`src/rtl/prog_loader_if.sv`:
```
// Host byte stream and instruction-memory write port of the program loader.
// The loader is the slave: it consumes host bytes and drives the write port.
interface prog_loader_if #(
  parameter int ADDR_W  = 8,
  parameter int INSTR_W = 12
) ();

  logic               in_valid;
  logic [7:0]         in_data;
  logic               in_ready;
  logic               im_we;
  logic [ADDR_W-1:0]  im_addr;
  logic [INSTR_W-1:0] im_wdata;

  modport master (
    output in_valid, in_data,
    input  in_ready, im_we, im_addr, im_wdata
  );

  modport slave (
    input  in_valid, in_data,
    output in_ready, im_we, im_addr, im_wdata
  );

endinterface

```
`src/rtl/prog_loader.sv`:
```
// Boot-time program loader for the 8-bit stack CPU.
// Parses {N, N x {hi, lo}, C} from the host byte stream, writes each
// {opcode, operand} into instruction memory and keeps the CPU in reset until
// a complete program with a zero byte-sum has been written.
module prog_loader #(
  parameter int ADDR_W  = 8,
  parameter int INSTR_W = 12
) (
  input  logic              clk,
  input  logic              reset,
  input  logic              start,
  prog_loader_if.slave      bus,
  output logic              cpu_reset,
  output logic              busy,
  output logic              done,
  output logic              err,
  output logic [1:0]        err_code
);

  localparam int CNT_W = ADDR_W + 1;

  localparam logic [2:0] S_IDLE = 3'd0;
  localparam logic [2:0] S_HDR  = 3'd1;
  localparam logic [2:0] S_HI   = 3'd2;
  localparam logic [2:0] S_LO   = 3'd3;
  localparam logic [2:0] S_CSUM = 3'd4;
  localparam logic [2:0] S_DONE = 3'd5;
  localparam logic [2:0] S_ERR  = 3'd6;

  localparam logic [1:0] ERR_NONE    = 2'b00;
  localparam logic [1:0] ERR_ILLEGAL = 2'b01;
  localparam logic [1:0] ERR_CSUM    = 2'b10;

  // Highest legal opcode (SUB); anything above it in a hi byte aborts the load.
  localparam logic [7:0] MAX_OPCODE = 8'h07;

  logic [2:0]        state;
  logic [CNT_W-1:0]  remaining;
  logic [ADDR_W-1:0] addr;
  logic [7:0]        sum;
  logic [3:0]        opcode;
  logic              accepting;
  logic              take;
  logic [7:0]        sum_next;

  // The loader listens to the host only while parsing a stream.
  assign accepting = (state == S_HDR) || (state == S_HI) ||
                     (state == S_LO)  || (state == S_CSUM);
  assign take      = accepting && bus.in_valid;
  assign sum_next  = sum + bus.in_data;

  assign bus.in_ready = accepting;
  assign busy         = accepting;

  // Stream parser, memory write port and status flags share one register stage.
  always_ff @(posedge clk or posedge reset) begin
    if (reset) begin
      state        <= S_IDLE;
      remaining    <= '0;
      addr         <= '0;
      sum          <= '0;
      opcode       <= '0;
      bus.im_we    <= 1'b0;
      bus.im_addr  <= '0;
      bus.im_wdata <= '0;
      cpu_reset    <= 1'b1;
      done         <= 1'b0;
      err          <= 1'b0;
      err_code     <= ERR_NONE;
    end else begin
      // NOTE: non-blocking assignments throughout, so every branch below sees
      // the pre-edge register values; the default below turns im_we into a
      // one-cycle pulse that only the LO branch re-arms.
      bus.im_we <= 1'b0;

      case (state)
        S_IDLE, S_DONE, S_ERR: begin
          if (start) begin
            state     <= S_HDR;
            done      <= 1'b0;
            err       <= 1'b0;
            err_code  <= ERR_NONE;
            cpu_reset <= 1'b1;
          end
        end

        S_HDR: begin
          if (take) begin
            // A header of zero stands for a full 256-instruction program.
            remaining <= (bus.in_data == 8'h00) ? CNT_W'(256) : CNT_W'(bus.in_data);
            addr      <= '0;
            sum       <= bus.in_data;
            state     <= S_HI;
          end
        end

        S_HI: begin
          if (take) begin
            sum <= sum_next;
            if (bus.in_data > MAX_OPCODE) begin
              state    <= S_ERR;
              err      <= 1'b1;
              err_code <= ERR_ILLEGAL;
            end else begin
              opcode <= bus.in_data[3:0];
              state  <= S_LO;
            end
          end
        end

        S_LO: begin
          if (take) begin
            sum          <= sum_next;
            bus.im_we    <= 1'b1;
            bus.im_addr  <= addr;
            bus.im_wdata <= INSTR_W'({opcode, bus.in_data});
            // addr wraps to 0 after the 256th write, which is always the last.
            addr         <= addr + ADDR_W'(1);
            remaining    <= remaining - CNT_W'(1);
            state        <= (remaining == CNT_W'(1)) ? S_CSUM : S_HI;
          end
        end

        S_CSUM: begin
          if (take) begin
            sum <= sum_next;
            if (sum_next == 8'h00) begin
              state     <= S_DONE;
              done      <= 1'b1;
              cpu_reset <= 1'b0;
            end else begin
              state    <= S_ERR;
              err      <= 1'b1;
              err_code <= ERR_CSUM;
            end
          end
        end

        default: state <= S_IDLE;
      endcase
    end
  end

endmodule

```
`src/flat_wrapper.sv`:
```
// flat-port wrapper written by rule: the top's interface ports become plain ports
module prog_loader_flat 
#(
  parameter int ADDR_W  = 8,
  parameter int INSTR_W = 12
)
  (clk, reset, start, cpu_reset, busy, done, err, err_code, bus_in_valid, bus_in_data, bus_in_ready, bus_im_we, bus_im_addr, bus_im_wdata);
  prog_loader_if #(.ADDR_W(ADDR_W), .INSTR_W(INSTR_W)) bus_i ();
  input  logic clk;
  input  logic reset;
  input  logic start;
  output logic cpu_reset;
  output logic busy;
  output logic done;
  output logic err;
  output logic [1:0] err_code;
  input wire logic [$bits(bus_i.in_valid)-1:0] bus_in_valid;
  input wire logic [$bits(bus_i.in_data)-1:0] bus_in_data;
  output wire logic [$bits(bus_i.in_ready)-1:0] bus_in_ready;
  output wire logic [$bits(bus_i.im_we)-1:0] bus_im_we;
  output wire logic [$bits(bus_i.im_addr)-1:0] bus_im_addr;
  output wire logic [$bits(bus_i.im_wdata)-1:0] bus_im_wdata;
  assign bus_i.in_valid = bus_in_valid;
  assign bus_i.in_data = bus_in_data;
  assign bus_in_ready = bus_i.in_ready;
  assign bus_im_we = bus_i.im_we;
  assign bus_im_addr = bus_i.im_addr;
  assign bus_im_wdata = bus_i.im_wdata;
  prog_loader #(.ADDR_W(ADDR_W), .INSTR_W(INSTR_W)) u_core (.clk(clk), .reset(reset), .start(start), .bus(bus_i), .cpu_reset(cpu_reset), .busy(busy), .done(done), .err(err), .err_code(err_code));
endmodule
```
`config.mk`:
```
export PLATFORM = sky130hd
export DESIGN_NAME = prog_loader_flat
export DESIGN_NICKNAME = d
export VERILOG_FILES = /design/src/rtl/prog_loader_if.sv /design/src/rtl/prog_loader.sv /design/src/flat_wrapper.sv
export SDC_FILE = /design/constraint.sdc
export NUM_CORES = 1
export LEC_CHECK = 0
export CORE_ASPECT_RATIO = 0.5
export CORE_MARGIN = 2
export CORE_UTILIZATION = 58
export DETAILED_ROUTE_END_ITERATION = 16
export PLACE_DENSITY = 0.83
export SYNTH_ARGS = -nofsm -noshare
export SYNTH_HDL_FRONTEND = slang
export SYNTH_SLANG_ARGS = --single-unit
```
`constraint.sdc`:
```
create_clock -name clk -period 6.4 [get_ports clk]
set_input_delay 0.64 -clock clk [delete_from_list [all_inputs] [get_ports clk]]
set_output_delay 0.64 -clock clk [all_outputs]
set_load 0.03 [all_outputs]
```
Word-level counts from Yosys, hierarchy flattened
Index checks and enable logic that the tools add are counted.
{"block": "word_totals", "regBits": 58, "memories": 0, "in_bits": 12, "mem_bits_ro": 0, "word_cells": 93, "mem_bits_rw": 0, "latchBits": 0, "output_inout_bits": 28}
{"block": "op_classes", "bitwise_logic": 1, "n_eq_ne": 16, "n_reduce_logical": 20, "shifts": 0, "n_mux": 40, "multipliers": 0, "add_sub_neg": 3, "magnitude_cmp": 1, "n_div": 0}
{"operator": "$mux W8", "n": 4}
{"operator": "$pmux W8 S2", "n": 2}
{"operator": "$mux W9", "n": 3}
{"operator": "$mux W3", "n": 7}
{"operator": "$pmux W9 S2", "n": 1}
{"operator": "$logic_not A8 Y1", "n": 2}
{"operator": "$pmux W3 S5", "n": 1}
{"operator": "$mux W1", "n": 12}
{"operator": "$mux W2", "n": 6}
{"operator": "$ne A2 B1 Y1 const B", "n": 5}
{"operator": "$eq A3 B3 Y1 const B", "n": 3}
{"operator": "$eq A9 B1 Y1 const B", "n": 1}
{"operator": "$reduce_and A3 Y1", "n": 3}
{"operator": "$sub A9 B1 Y9 const B", "n": 1}
{"operator": "$add A8 B1 Y8 const B", "n": 1}
{"operator": "$add A8 B8 Y8", "n": 1}
{"operator": "$gt A8 B3 Y1 const B", "n": 1}
{"operator": "$ne A2 B2 Y1 const B", "n": 4}
{"operator": "$eq A3 B2 Y1 const B", "n": 2}
{"operator": "$pmux W2 S3", "n": 1}
{"operator": "$reduce_and A6 Y1", "n": 1}
{"operator": "$reduce_bool A2 Y1", "n": 3}
{"operator": "$reduce_or A3 Y1", "n": 2}
{"operator": "$reduce_and A5 Y1", "n": 1}
{"operator": "10 further kinds", "n": 13}

Depth between registers and ports, before layout
Gate-level depths: netlist of run 1.
{"block": "depth", "depth_word": 7, "mapped_depth": 8, "depth_no_buf": 8}

Worst setup path after synthesis of run 1
Ideal clock, no wire load.
{"block": "synth_timing", "path_kind": "input to register", "from": "input bus_in_data[0]", "to": "register u_core.state[1]", "setup_ps": 141, "path_buffers": 0, "t_arrival_ps": 2527, "path_stages": 8, "slack_ps": 3731, "required_time_ps": 6259, "cell_sequence": "ha_1 fa_1 a211o_1 o21ai_1 xnor2_1 or4_4 nor3_4 o32ai_1"}
{"block": "synth_via", "elab_chain_cells": 5}
{"element": "from (decl)", "line_no": "flat_wrapper.sv:18", "text": "input wire logic [$bits(bus_i.in_data)-1:0] bus_in_data;"}
{"element": "$add A8 B8 Y8", "line_no": "prog_loader.sv:50", "text": "assign sum_next = sum + bus.in_data;"}
{"element": "$logic_not A8 Y1", "line_no": "prog_loader.sv:127", "text": "if (sum_next == 8'h00) begin"}
{"element": "$mux W2", "line_no": "prog_loader.sv:127"}
{"element": "$mux W3", "line_no": "prog_loader.sv:125", "text": "if (take) begin"}
{"element": "$pmux W3 S5", "line_no": "prog_loader.sv:76", "text": "case (state)"}
{"element": "to (signal assigned)", "line_no": "prog_loader.sv:120", "text": "state <= (remaining == CNT_W'(1)) ? S_CSUM : S_HI;"}
{"element": "to (decl)", "line_no": "prog_loader.sv:37", "text": "logic [2:0] state;"}
Every way passes these cells. The select of a mux whose other input is x is not followed.
A chain may end at the register's enable or synchronous reset.

Worst setup path after layout of run 1
Ends and elaborated chain as after synthesis.

==> results of run 1 <==
## per-stage QoR
step           utilization [%]  cells  power, mW  worst slack (ns)
2_1_floorplan                -    305      1.208             3.731
3_3_place_gp             70.16    403      1.399             3.018
3_5_place_dp             70.16    403      1.439             2.924
6_report                 74.78    419      1.853             3.228
5_1_grt                  74.78    419      1.974             3.092
4_1_cts                  74.78    419      1.854             3.266
## layout make-up
| type | count | area, um2 |
|---|---|---|
| Multi-Input combinational cell | 222 | 1553 |
| Fill cell | 354 | 1272 |
| Inverter | 13 | 48.80 |
| Tap cell | 70 | 87.58 |
| Clock buffer | 10 | 127.6 |
| Sequential cell | 58 | 1453 |
| Timing Repair Buffer | 40 | 397.9 |
| Clock inverter | 6 | 105.1 |
## report_power, final
group / switching, mW / leakage [nW] / internal (mW)
Combinational: 0.487 / 0.870 / 0.363
Clock: 0.146 / 0.120 / 0.257
Sequential: 0.118 / 0.749 / 0.483
## layer usage
metal / vias up / routed length [um] / GRT usage [%]
li1: 1176 / - / -
met1: 1204 / 2946 / 32.47
met2: 63 / 3138 / 38.81
met3: 13 / 370 / 7.377
met4: 0 / 110 / 9.890
met5: - / 0 / 0
## placed cells by master, fill, tap and decap left out, types with 3 or more instances in the layout
cell,instances
clkdlybuf4s50_1,39
o21ai_0,22
xnor2_1,6
dfrtp_1,57
mux2_2,24
or3_1,3
clkinv_2,3
xor2_1,5
nor3b_1,3
a21oi_1,14
a22oi_1,4
nor3_1,8
nand3_1,9
and2_1,3
nor2_1,24
a31oi_1,4
ha_1,10
a21o_1,4
nor2b_1,3
nand2_1,26
o22ai_1,4
mux2i_1,11
bufinv_16,3
inv_1,11
clkbuf_8,9
a22o_1,3
## logic make-up after synthesis
logic type               Yosys count  synth area share, %
AND/OR/NAND/NOR                   91                14.51
AO/OA/AOI/OAI                     74                15.47
flip-flops                        58                46.78
multiplexers                      35                12.25
buffers and inverters             25                3.223
XOR/XNOR                          11                3.102
adder cells (fa/ha/maj)           11                4.674
## path summary, 6_finish.rpt
kind | slack [ns] | end
max | 3.23 | u_core.state[1]
min | 0.49 | u_core.opcode[3]
max reg2reg | 3.73 | u_core.state[1]
min reg2reg | 0.49 | u_core.opcode[3]
max in group asynchronous | 5.08 | u_core.bus.im_addr[7]
min in group asynchronous | 0.82 | u_core.bus.im_wdata[2]
## sequential cells by signal, summed over array words and instances (netlist names), 2 cells and up
name	flops
u_core.bus.im_addr	8
u_core.sum	8
u_core.err_code	2
u_core.bus.im_wdata	12
u_core.state	3
u_core.remaining	9
u_core.addr	8
u_core.opcode	4
==> metrics, run 1 <==
Hold Startpoint=u_core.opcode[3]; Routed Antenna Nets=0; placed cell areas=roughly 0.0035 mm2; first-pass GRT wire length=11500 um; CP Max Fanout=7; CTS Buf Count=9; Yosys warnings=0; top cells by area, synth=dfrtp_1, mux2_2, ha_1; Peak VDD IR=344.2 uV; max-cap viol count=0; vias in the first global route=2461; die area=0.005991 mm2; Max Clock Skew=approximately 0.0048 ns; cts repair resizes=0; Main synth FF type=dfrtp_1; crit path cell chain=clkdlybuf4s50_1 > ha_1 > fa_1 > a211o_1 > o21ai_1 > xnor2_1 > or4_4 > nor3_4 > o32ai_1; Setup Fix Bufs, Post-CTS=0; final setup violation count=0; dominant cell by count in the synthesized netlist=dfrtp_1; Synth top cells by count=dfrtp_1, nand2_1, mux2_2, nor2_1, o21ai_0; register area share after synthesis=46.78%; number of port buffers=39; critical path capture point type=flop; kind of critical path=in -> reg; Clock Root Buffer=clkbuf_8; gr usage total=24.77%; leakage=1.739 nW; Initial Util=61.56%; Placement Rows=18; Post-Route WL=about 6600 um; Synth Instances=about 310; Slew Viols, Final=0; number of synthesized register bits=58; Top delay family on crit path=simple AND/OR/NAND/NOR gates; Reg2Reg Depth=8; Post-synth EDFFs=0; Via density=5.862; post-detail-place hpwl=4531 um; Stages on worst setup path=9; crit path launch type=input pin; synthesized net count=328; first-pass detailed-route iteration total=4; antenna cells=0; RSZ-0062 raised after global routing=false; latest clock arrival within the worst-skew pair=0.34 ns; final worst-path cycle share=49.56%; CP arrival=3.38 ns; pin count of the biggest net entering global routing=59; TritonCTS clock tree=done; Clock Tree Buf Depth=2; I/O Pins=40; Die W=107.5 um; area leader, netlist=dfrtp_1; gr ovfl total=0; initial antenna violation count=0; setup TNS=0 ns; design area=about 0.0038 mm2; Hold Path Class=reg -> reg; hold buffer count at CTS=0; min Tclk post-route=3.172 ns; drt drc=0; Max Fclk=approximately 320 MHz; Mapped Area=approximately 0.0031 mm2; fin nets=367; GPL Wtd Cong=slightly above 0.8; Power Dens Cells=491.1 mW/mm2; share of post-route cells with drive strength above 1=14.04%; slowest cell on the critical path=clkdlybuf4s50_1; outcome=finished, final reports clean; core area=0.005045 mm2; Hold Fails Final Rpt=0; CTS sink count=a little under 60; Die Height=55.74 um; hold path depth=1; crit-path max cell delay=between 0.5 and 0.6 ns; clock slew at reported path FFs=0.06 ns; 1st-iter DRT viols=192; Reg2Reg Launch Point=u_core.sum[0]; Worst EP required=6.60 ns; worst hold slack=0.4891 ns; via count=2456; Async SR Flop Fraction=between 90% and 100%; Synth top area share=around 46%; H-tree levels=3; WL/cell=between 15 and 20 um; syn avg cell area=10.18 um2; Worst Setup SP=bus_in_data[0]; Slew @ Worst Pin=0.7759 ns; crit path buf inv count=1; synthesis-to-layout area growth=21.47%; relative slew slack=48.15%; count of cell types in the netlist=53
Power figures use the tool's default switching activity.
==> run 2, diff against run 1 <==
--- a/config.mk
+++ b/config.mk
@@ -7,9 +7,9 @@
 export LEC_CHECK = 0
 export CORE_ASPECT_RATIO = 0.5
 export CORE_MARGIN = 2
-export CORE_UTILIZATION = 58
+export CORE_UTILIZATION = 50
 export DETAILED_ROUTE_END_ITERATION = 16
-export PLACE_DENSITY = 0.83
+export PLACE_DENSITY = 0.76
 export SYNTH_ARGS = -nofsm -noshare
 export SYNTH_HDL_FRONTEND = slang
 export SYNTH_SLANG_ARGS = --single-unit
==> constraint.sdc (replaced) <==
create_clock -name clk -period 2.8 [get_ports clk]
set_input_delay 0.28 -clock clk [delete_from_list [all_inputs] [get_ports clk]]
set_output_delay 0.28 -clock clk [all_outputs]
set_load 0.03 [all_outputs]
==> metrics, run 2 (same netlist as run 1, synthesis figures left out) <==
outcome=finished, final reports clean; core area=0.006031 mm2; fin nets=383; Setup Fix Bufs, Post-CTS=0; largest reg by FF count=u_core.bus.im_wdata; design area=0.003981 mm2; most frequent cells in the layout=dfrtp_1, clkdlybuf4s50_1, nand2_1; gr usage total=23.57%; Initial Util=51.49%; fill count=461; antenna cells=0; WL/cell=16.12 um; kind of critical path=in -> reg; RSZ-0062 raised after global routing=false; Routed Antenna Nets=0; Die W=115.5 um; post-detail-place hpwl=5131 um; Max Clock Skew=0.006399 ns; final worst-path cycle share=between 90 and 100%; Peak VDD IR=555.4 uV; Post-Route WL=~7300 um; H-tree levels=3; leakage=around 1.8 nW; share of post-route cells with drive strength above 1=17.31%; via count=between 2000 and 3000; number of port buffers=39; first-pass GRT wire length=between 10000 and 15000 um; gr ovfl total=0; Power Dens Cells=1128 mW/mm2; clock slew at reported path FFs=0.05 ns; Via density=5.555; min Tclk post-route=2.637 ns; Slew @ Worst Pin=0.6972 ns; worst hold slack=0.3259 ns; crit path launch type=input pin; vias in the first global route=2532; first-pass detailed-route iteration total=4; placed cell areas=0.003695 mm2; cts repair resizes=0; setup TNS=0 ns; Total Power=4.491 mW; I/O Pins=40; GPL Wtd Cong=0.8531; Placement Rows=20; max-cap viol count=0; commonest non-fill, non-tap cell in the layout=dfrtp_1; initial antenna violation count=0; pin count of the biggest net entering global routing=28; critical path capture point type=flop; CTS sink count=between 50 and 60; Clock Root Buffer=clkbuf_16; final setup violation count=0; synthesis-to-layout area growth=28.20%; TritonCTS clock tree=done; Clock Tree Buf Depth=2; Die Height=approximately 60 um; Hold Fails Final Rpt=0; biggest regs=u_core.bus.im_wdata x12, u_core.remaining x9; Worst EP required=2.99 ns; Max Fclk=379.3 MHz; 1st-iter DRT viols=142; Slew Viols, Final=0; Final Util=66.02%; CP arrival=2.83 ns; latest clock arrival within the worst-skew pair=roughly 0.33 ns; CTS Buf Count=9; hold buffer count at CTS=0; max reg flops=12; relative slew slack=a little over half; Hold Path Class=in -> async; die area=0.006896 mm2; drt drc=0; CP Max Fanout=7
[run 2: cell types whose count changed in the layout (fill, tap and decap cells not counted)]
cell	previous run	this run
buf_4	1	16
bufinv_16	3	1
buf_12	0	1
clkbuf_1	1	2
clkbuf_8	9	1
clkinv_2	3	2
clkbuf_16	0	9
[run 2: metrics by stage]
step                instances  worst slack, ns
floorplan                 305           0.4176
global placement          437         -0.04007
detailed placement        437          -0.1241
CTS                       452           0.1599
global route              452          0.05608
finish                    452           0.1633
[run 2: cell type report]
| class | count | area, um2 | area share [%] |
|---|---|---|---|
| timing repair buffer | 56 | 530.5 | 13.32 |
| clock buffer | 12 | 246.5 | 6.191 |
| clock inverter | 3 | 40.04 | 1.006 |
| inverter | 13 | 48.80 | 1.226 |
| multi-input combinational | 222 | 1553 | 39.00 |
| tap | 88 | 110.1 | 2.766 |
| sequential | 58 | 1453 | 36.49 |
[run 2: power breakdown]
part           switching (mW)  internal (mW)
combinational            1.19          0.892
sequential              0.233           1.11
clock                   0.367          0.704
total                    1.79           2.70
[run 2: final timing paths]
| path | startpoint | endpoint | slack (ns) | cells after the start |
|---|---|---|---|---|
| max in group asynchronous | reset | u_core.addr[6] | 1.79 | 3 |
| hold reg to reg | u_core.sum[5] | u_core.sum[5] | 0.48 | 2 |
| setup reg to reg | u_core.sum[0] | u_core.state[1] | 0.21 | 9 |
| setup / recovery | bus_in_data[0] | u_core.state[1] | 0.16 | 10 |
| min in group clk | u_core.sum[5] | u_core.sum[5] | 0.48 | 2 |
| hold / removal | reset | u_core.bus.im_wdata[2] | 0.33 | 2 |
[run 2: routing by layer]
layer	vias to the layer above	wire [um]	GRT usage, %
li1	1213	-	-
met1	1226	3252	31.16
met2	57	3572	38.60
met3	15	323	6.389
met4	0	139	7.401
met5	-	0	0
[run 2: critical path, stage by stage]
cell and delay [ns]:
clkdlybuf4s50_1 0.44, ha_1 0.25, fa_1 0.42, a211o_1 0.31, o21ai_1 0.13, xnor2_1 0.12
or4_4 0.44, nor3_4 0.23, buf_12 0.14, o32ai_1 0.08
==> run 3, diff against run 2 <==
--- a/config.mk
+++ b/config.mk
@@ -5,11 +5,14 @@
 export SDC_FILE = /design/constraint.sdc
 export NUM_CORES = 1
 export LEC_CHECK = 0
+export ABC_AREA = 0
+export ABC_CLOCK_PERIOD_IN_PS = 2800
 export CORE_ASPECT_RATIO = 0.5
 export CORE_MARGIN = 2
 export CORE_UTILIZATION = 50
 export DETAILED_ROUTE_END_ITERATION = 16
 export PLACE_DENSITY = 0.76
+export REMOVE_ABC_BUFFERS = 1
 export SYNTH_ARGS = -nofsm -noshare
 export SYNTH_HDL_FRONTEND = slang
 export SYNTH_SLANG_ARGS = --single-unit
==> metrics, run 3 (same netlist as run 1, synthesis figures left out) <==
worst hold slack=about 0.36 ns; Int Power=2.656 mW; antenna cells=0; crit path launch type=input pin; Post-Route WL=7060 um; Sw Ratio=40.11%; number of port buffers=39; Reg2Reg Depth=8; Net Switching=1.779 mW; Seq pwr share=30.3%; Slew Viols, Final=0; hold buffer count at CTS=0; first-pass GRT wire length=11960 um; largest reg by FF count=u_core.bus.im_wdata; Die Height=59.73 um; synthesis-to-layout area growth=28.53%; Placement Rows=20; CP arrival=~2.8 ns; worst r2r dst=u_core.err; first-pass detailed-route iteration total=4; kind of critical path=in -> reg; Clock Root Buffer=clkbuf_16; biggest regs=u_core.bus.im_wdata x12, u_core.remaining x9; max-cap viol count=0; die area=0.006896 mm2; gr ovfl total=0; final setup violation count=0; worst reg2reg setup slack=approximately 0.25 ns; Initial Util=51.49%; Total Power=4.435 mW; H-tree levels=3; Worst EP required=2.98 ns; post-placement cell count=436; GPL Wtd Cong=0.8542; Comb pwr share=46.4%; via count=about 2500; min Tclk post-route=around 2.6 ns; Setup Fix Bufs, Post-CTS=0; Max Clock Skew=0.006315 ns; CP Max Fanout=7; post-detail-place hpwl=4894 um; fin nets=between 300 and 400; critical path capture point type=flop; gr usage total=23.05%; Routed Antenna Nets=0; outcome=finished, final reports clean; Slew @ Worst Pin=0.6959 ns; pin count of the biggest net entering global routing=31; final worst-path cycle share=93.42%; final std cells w/o fill=452; vias in the first global route=2472; cts repair resizes=0; Hold Path Class=in -> async; Clock Tree Buf Depth=2; RSZ-0062 raised after global routing=false; relative slew slack=53.61%; Power Dens Cells=1111 mW/mm2; core area=0.006031 mm2; clock slew at reported path FFs=0.05 ns; Via density=between 5 and 6; I/O Pins=40; max reg flops=12; 1st-iter DRT viols=between 100 and 150; CTS sink count=58; drt drc=0; initial antenna violation count=0; commonest non-fill, non-tap cell in the layout=dfrtp_1; Reg2Reg Launch Point=u_core.sum[1]; power share of the clock group=between 20% and 30%; WL/cell=15.62 um; CTS Buf Count=9; leakage=1.840 nW; latest clock arrival within the worst-skew pair=0.33 ns; Max Fclk=about 380 MHz; Hold Fails Final Rpt=0; TritonCTS clock tree=done; Peak VDD IR=387.6 uV; most frequent cells in the layout=dfrtp_1, clkdlybuf4s50_1, nand2_1; share of post-route cells with drive strength above 1=17.86%; Die W=115.5 um
==> run 3: changes by cell type in the layout (fill, tap and decap cells not counted) <==
cell / delta
clkbuf_1: -2
clkbuf_8: +2
clkinvlp_4: +2
bufinv_16: -1
buf_4: -2
buf_12: +1
==> run 3: final cells by class <==
cell class              count  area [um2]
clock buffers              12       266.5
clock inverters             4       25.02
fillers                   442        2039
inverters                  13       48.80
multi-input cells         222        1553
flip-flops and latches     58        1453
well taps                  88       110.1
repair buffers             55       535.5
==> run 3: per-layer routing <==
layer / vias up / GRT usage (%) / routed length [um]
li1: 1204 / - / -
met1: 1211 / 28.71 / 3118
met3: 8 / 7.505 / 349
met5: - / 0 / 0
met2: 59 / 39.10 / 3507
met4: 0 / 6.885 / 85
==> run 3: metrics by stage <==
| step | util, % | setup slack (ns) | instance area [um2] | setup TNS [ns] |
|---|---|---|---|---|
| after floorplan | - | 0.05263 | 3054 | 0 |
| after global placement | 61.35 | -0.05355 | 3700 | -0.1610 |
| after detailed placement | 61.35 | -0.1514 | 3700 | -0.7948 |
| after CTS | 66.18 | 0.1919 | 3991 | 0 |
| after global routing | 66.18 | 0.06706 | 3991 | 0 |
| final | 66.18 | 0.1841 | 3991 | 0 |
==> run 3: worst max path at each step <==
| stage | from | end | slack, ns | cells after the start |
|---|---|---|---|---|
| floorplan | u_core.state[1] | u_core.sum[0] | 0.05 | 5 |
| global placement | bus_in_data[0] | u_core.state[1] | -0.05 | 10 |
| detailed placement | bus_in_data[1] | u_core.err | -0.15 | 9 |
| CTS | bus_in_data[1] | u_core.err | 0.19 | 9 |
| global route | bus_in_data[1] | u_core.err | 0.07 | 9 |
| finish | bus_in_data[1] | u_core.err | 0.18 | 9 |
==> run 3: power by group through the flow <==
stage | Clock (mW) | Sequential (mW) | Combinational (mW)
detailed placement | 0 | 1.34 | 2.02
floorplan | 0 | 1.53 | 1.17
global placement | 0 | 1.32 | 1.95
global route | 1.09 | 1.39 | 2.24
CTS | 1.05 | 1.34 | 2.06
finish | 1.03 | 1.34 | 2.06
==> run 3: critical path, stage by stage <==
cell             delay, ns
clkdlybuf4s50_1       0.48
ha_1                  0.35
a211oi_2              0.31
o31ai_1               0.16
xor2_1                0.17
or4_4                 0.57
nor3_4                0.24
buf_12                0.15
a31oi_1               0.08
==> variant 1 (settings of run 2) <==
Put one more register stage on the output `err`, without a reset. The value now appears one clock later. The other outputs are not delayed to match.
--- a/src/rtl/prog_loader.sv
+++ b/src/rtl/prog_loader.sv
@@ -36,2 +36,4 @@
 
+  logic err_s0;
+
   logic [2:0]        state;
@@ -67,3 +69,3 @@
       done         <= 1'b0;
-      err          <= 1'b0;
+      err_s0       <= 1'b0;
       err_code     <= ERR_NONE;
@@ -80,3 +82,3 @@
             done      <= 1'b0;
-            err       <= 1'b0;
+            err_s0    <= 1'b0;
             err_code  <= ERR_NONE;
@@ -101,3 +103,3 @@
               state    <= S_ERR;
-              err      <= 1'b1;
+              err_s0   <= 1'b1;
               err_code <= ERR_ILLEGAL;
@@ -132,3 +134,3 @@
               state    <= S_ERR;
-              err      <= 1'b1;
+              err_s0   <= 1'b1;
               err_code <= ERR_CSUM;
@@ -143,2 +145,6 @@
 
+  always_ff @(posedge clk) begin
+    err <= err_s0;
+  end
+
 endmodule
Function: changed (a bounded check fails within 4 cycles, from zero or initial values and one cycle with reset high).
==> variant 1 against run 2 <==
  * Total power is 3.7% higher
  * Fmax is 2.2% lower
  * Combinational power hardly changed
  * Cell area is 1.4% higher
  * Routed wire length is 8.1% higher
  * Sequential share of layout area hardly changed
  * Setup slack worse by 0.059 ns
  * Sequential cell count is 1 higher
  * Non-clock buffer count is 3 lower
  * Count of clock-buffer cells in the layout stayed put
  * First-iteration DRC count is 81% higher
  * Die area is 3.4% higher
  * Synthesized area is 3.6% higher
  * Largest cell class unchanged
==> variant 1: results <==
metrics = {
    "worst_setup_path": {
        "rrSetupSlack_ns": 0.12,
        "r2r-end": "u_core.err_code[1]",
        "cp_slowest_cell": "clkdlybuf4s50_1",
        "arrival_ns": 2.91,
        "crit_fanout": 6,
        "cp_top_family": "compound AO/OA/AOI/OAI gates",
        "r2r_start": "u_core.sum[0]",
        "r2r.worst_path.cells": 8,
    },
    "grt": {
        "grt_pass1_vias": 2723,
        "antenna_found_initial": 0,
        "grt_max_degree": 27,
        "grt_pass1_wl_um": 13000,
        "grt.total_usage_pct": 24.0,
    },
    "place": {
        "dp.cells": 483,
        "dp_slack_ns": -0.118,
        "placed_cell_area_sq_um": 3720,
        "io_buffers": 39,
        "hpwl_um": 5300,
        "gp_congestion": 0.875,
    },
    "detailed_routing": {
        "vias_per_cell": 5.62,
        "drt-total-wl_um": 7880,
        "post_drt_wl_per_cell_um": 15.8,
        "drtPass1Iterations": 5,
        "drtIter0Drc": 257,
        "m1WireLength_um": 3640,
        "dr_wl_met3_um": 500,
        "met2WireLength_um": 3650,
    },
    "finish": {
        "layout-drive-gt1-share_pct": 10.7,
        "fillers": 525,
        "postLayoutCoreUtil_pct": 65.8,
        "final_nets": 429,
    },
    "sta": {
        "hold_slack_ns": 0.276,
        "worst_pin_slew_ns": 0.634,
        "finalClockSkew_ns": 0.00364,
    },
    "yosys": {
        "synth_cell_type_count": 60,
        "ys_seq_area_share_pct": 45.8,
        "async_flop_share_pct": 98.3,
        "syn_nets": 381,
        "synth_warnings": 0,
        "syn_inst": 358,
        "ys_top_cells_by_count": "nand2_1 (92), dfrtp_1 (57), o21ai_0 (26)",
        "synthTopCellsByArea": "dfrtp_1 (44%), nand2_1 (11%), o21ai_0 (4.0%)",
    },
    "outcome": {
        "status": "completed",
    },
    "clock_tree": {
        "clock_latency_ns": 0.33,
    },
    "power": {
        "peakVddDrop_v": 0.000651,
        "power_leakage_uw": 0.00187,
        "switching_share_pct": 40.3,
    },
}
-- variant 1: cell count changes after synthesis, sizes merged, moves of 3 or more --
cell    delta
clkbuf     +4
mux2i      -5
xnor2      -3
nor3       -4
nor2       -5
or2        +3
mux2      -20
a221oi     +3
o21ai      +3
a21oi      +7
a21boi     +3
nand2     +66
-- variant 1: layout make-up --
cell class | count | area share [%]
clock buffers | 12 | 6.11
clock inverters | 4 | 1.83
inverters | 12 | 1.12
multi-input cells | 271 | 39.5
flip-flops and latches | 59 | 36.5
well taps | 88 | 2.73
repair buffers | 53 | 12.3
-- variant 1: layer usage --
metal | up-vias | GRT usage (%)
met1 | 1356 | 30.6
li1 | 1339 | -
met3 | 11 | 7.80
met5 | - | 0
met4 | 0 | 6.37
met2 | 100 | 40.8
-- variant 1: power by group through the flow --
stage / clock network (uW) / registers [uW] / logic [uW]
finish: 1190 / 1400 / 2080
global route: 1240 / 1440 / 2260
global placement: 0 / 1380 / 1960
CTS: 1200 / 1390 / 2070
detailed placement: 0 / 1400 / 2030
floorplan: 0 / 1540 / 1300
-- variant 1: cells by family (layout without fill, tap and decap cells) --
family          count (synthesis)  after routing  share of synthesized area, %
simple gates                  157            157                          22.1
mux                            10             10                          3.27
compound gates                 87             87                          18.0
xor+xnor                        6              6                          1.63
flops                          59             59                          45.8
buf+inv                        28             81                          4.71
fa+ha+maj                      11             11                          4.51
-- variant 1: how the worst max path moves through the flow --
stage,end,start,slack [ns]
final,u_core.err_code[1],bus_in_data[0],0.10
after global routing,u_core.err_code[1],bus_in_data[1],0.04
after CTS,u_core.err_code[1],bus_in_data[0],0.17
after global placement,u_core.err_code[1],bus_in_data[0],0.0008
after floorplan,u_core.err_code[1],u_core.sum[0],0.51
after detailed placement,u_core.err_code[1],bus_in_data[0],-0.12
==> variant 2 (config.mk and constraints of run 2) <==
Without the edit above. `INSTR_W` is set to 12 in 3 places; all go to 6.
--- a/src/rtl/prog_loader_if.sv
+++ b/src/rtl/prog_loader_if.sv
@@ -4,3 +4,3 @@
   parameter int ADDR_W  = 8,
-  parameter int INSTR_W = 12
+  parameter int INSTR_W = 6
 ) ();
--- a/src/rtl/prog_loader.sv
+++ b/src/rtl/prog_loader.sv
@@ -6,3 +6,3 @@
   parameter int ADDR_W  = 8,
-  parameter int INSTR_W = 12
+  parameter int INSTR_W = 6
 ) (
--- a/src/flat_wrapper.sv
+++ b/src/flat_wrapper.sv
@@ -4,3 +4,3 @@
   parameter int ADDR_W  = 8,
-  parameter int INSTR_W = 12
+  parameter int INSTR_W = 6
 )
Interface: changed (resized bus_im_wdata); port bits go from 40 to 34. No check against the original RTL was run, so the function may have changed too.
==> variant 2 against run 2 <==
  * Sequential share of layout area rose by 0.38 points
  * Routed wire length fell by 16%
  * Via count fell by 9.0%
  * Synthesized area fell by 12%
  * Largest cell class unchanged
  * Cell area fell by 18%
  * Critical endpoint is now u_core.err_code[0]
  * Total power fell by 25%
  * Critical path type unchanged
  * Critical path depth fell by 1
  * Setup slack improved by 0.068 ns
  * Register-to-register slack improved by 0.07 ns
  * Sequential cell count fell by 10
==> variant 2: results <==
metrics = {
    "outcome": {
        "status": "completed",
    },
    "sta": {
        "finalClockSkew_ns": 0.00581,
        "worst_pin_slew_ns": 0.679,
    },
    "worst_setup_path": {
        "rrSetupSlack_ns": 0.28,
        "arrival_ns": 2.76,
    },
    "grt": {
        "grt.total_usage_pct": 21.6,
        "met1_usage_pct": 30.8,
        "grt_util_met2_pct": 33.3,
        "grt_pass1_vias": 2201,
        "use_met3_pct": 5.57,
        "grt_pass1_wl_um": 10500,
    },
    "finish": {
        "largest_register_ffs": 9,
        "finalNonFillerCells": 395,
    },
    "yosys": {
        "ys_seq_area_share_pct": 43.9,
        "syn_nets": 310,
        "synth_cell_type_count": 49,
        "synthTopCellsByArea": "dfrtp_1 (43%), mux2_2 (7.0%), ha_1 (4.6%)",
        "syn_inst": 287,
    },
    "detailed_routing": {
        "drtIter0Drc": 154,
        "post_drt_wl_per_cell_um": 15.5,
    },
    "power": {
        "switching_power_uw": 1490,
    },
    "clock_tree": {
        "clock_latency_ns": 0.30,
        "clk_pin_slew_ns": 0.09,
        "clockRootBuffer": "clkbuf_8",
    },
    "place": {
        "dp.cells": 388,
        "hpwl_um": 4620,
    },
}
variant 2: cell types whose count changed after synthesis, moves of 4 or more:
cell | before | now
nand3_1 | 9 | 5
mux2_2 | 24 | 17
inv_1 | 12 | 8
dfrtp_1 | 57 | 47
and3_1 | 2 | 6
nor2_1 | 24 | 29
a22oi_1 | 4 | 0
a21oi_1 | 14 | 18
variant 2: cells by family (layout without fill, tap and decap cells):
logic type / count (synthesis) / count (layout) / synth area share, %
and+or+nand+nor: 85 / 85 / 14.0
AOI/OAI and AO/OA: 84 / 84 / 19.9
DFF: 48 / 48 / 43.9
muxes: 25 / 25 / 9.90
buffers and inverters: 24 / 62 / 3.88
adders and majority gates: 11 / 11 / 5.29
xor gates and xnor gates: 10 / 10 / 3.20
variant 2: cell type report:
cell class / count / area (sq um)
Timing Repair Buffer: 45 / 420
Tap cell: 70 / 87.6
Clock buffer: 5 / 68.8
Inverter: 10 / 37.5
Sequential cell: 48 / 1200
Multi-Input combinational cell: 215 / 1430
Fill cell: 439 / 1830
Clock inverter: 2 / 12.5
variant 2: power groups by stage:
stage               sequential [uW]  combinational [uW]  clock, uW
global placement               1140                1750          0
floorplan                      1210                1250          0
detailed placement             1160                1810          0
CTS                            1140                1820        410
global route                   1180                1990        442
finish                         1150                1820        397
variant 2: critical path, delay by kind of cell:
kind                     cells  cell delay, ns
AO/OA/AOI/OAI                4            1.03
XOR/XNOR                     1            0.10
AND/OR/NAND/NOR              1            0.28
adder cells (fa/ha/maj)      2            0.64
buffers and inverters        1            0.43
variant 2: routing by layer:
layer,share of wire (%),vias up
li1,-,1114
met1,47,1082
met2,45,79
met3,6.8,11
met4,1.1,0
met5,0,-
variant 2: through the flow:
stage	instance area, sq um	util [%]
after floorplan	2740	-
after global placement	3180	62.5
after detailed placement	3180	62.5
after CTS	3260	64.1
after global routing	3260	64.1
final	3260	64.1
variant 2: worst max path at each step:
stage,to,slack [ns],cells past startpoint
2_1_floorplan,u_core.err_code[0],0.48,9
3_3_place_gp,u_core.err_code[0],-0.02,9
3_5_place_dp,u_core.err_code[0],-0.06,9
4_1_cts,u_core.err_code[0],0.25,9
5_1_grt,u_core.err_code[0],0.11,9
6_report,u_core.err_code[0],0.23,9
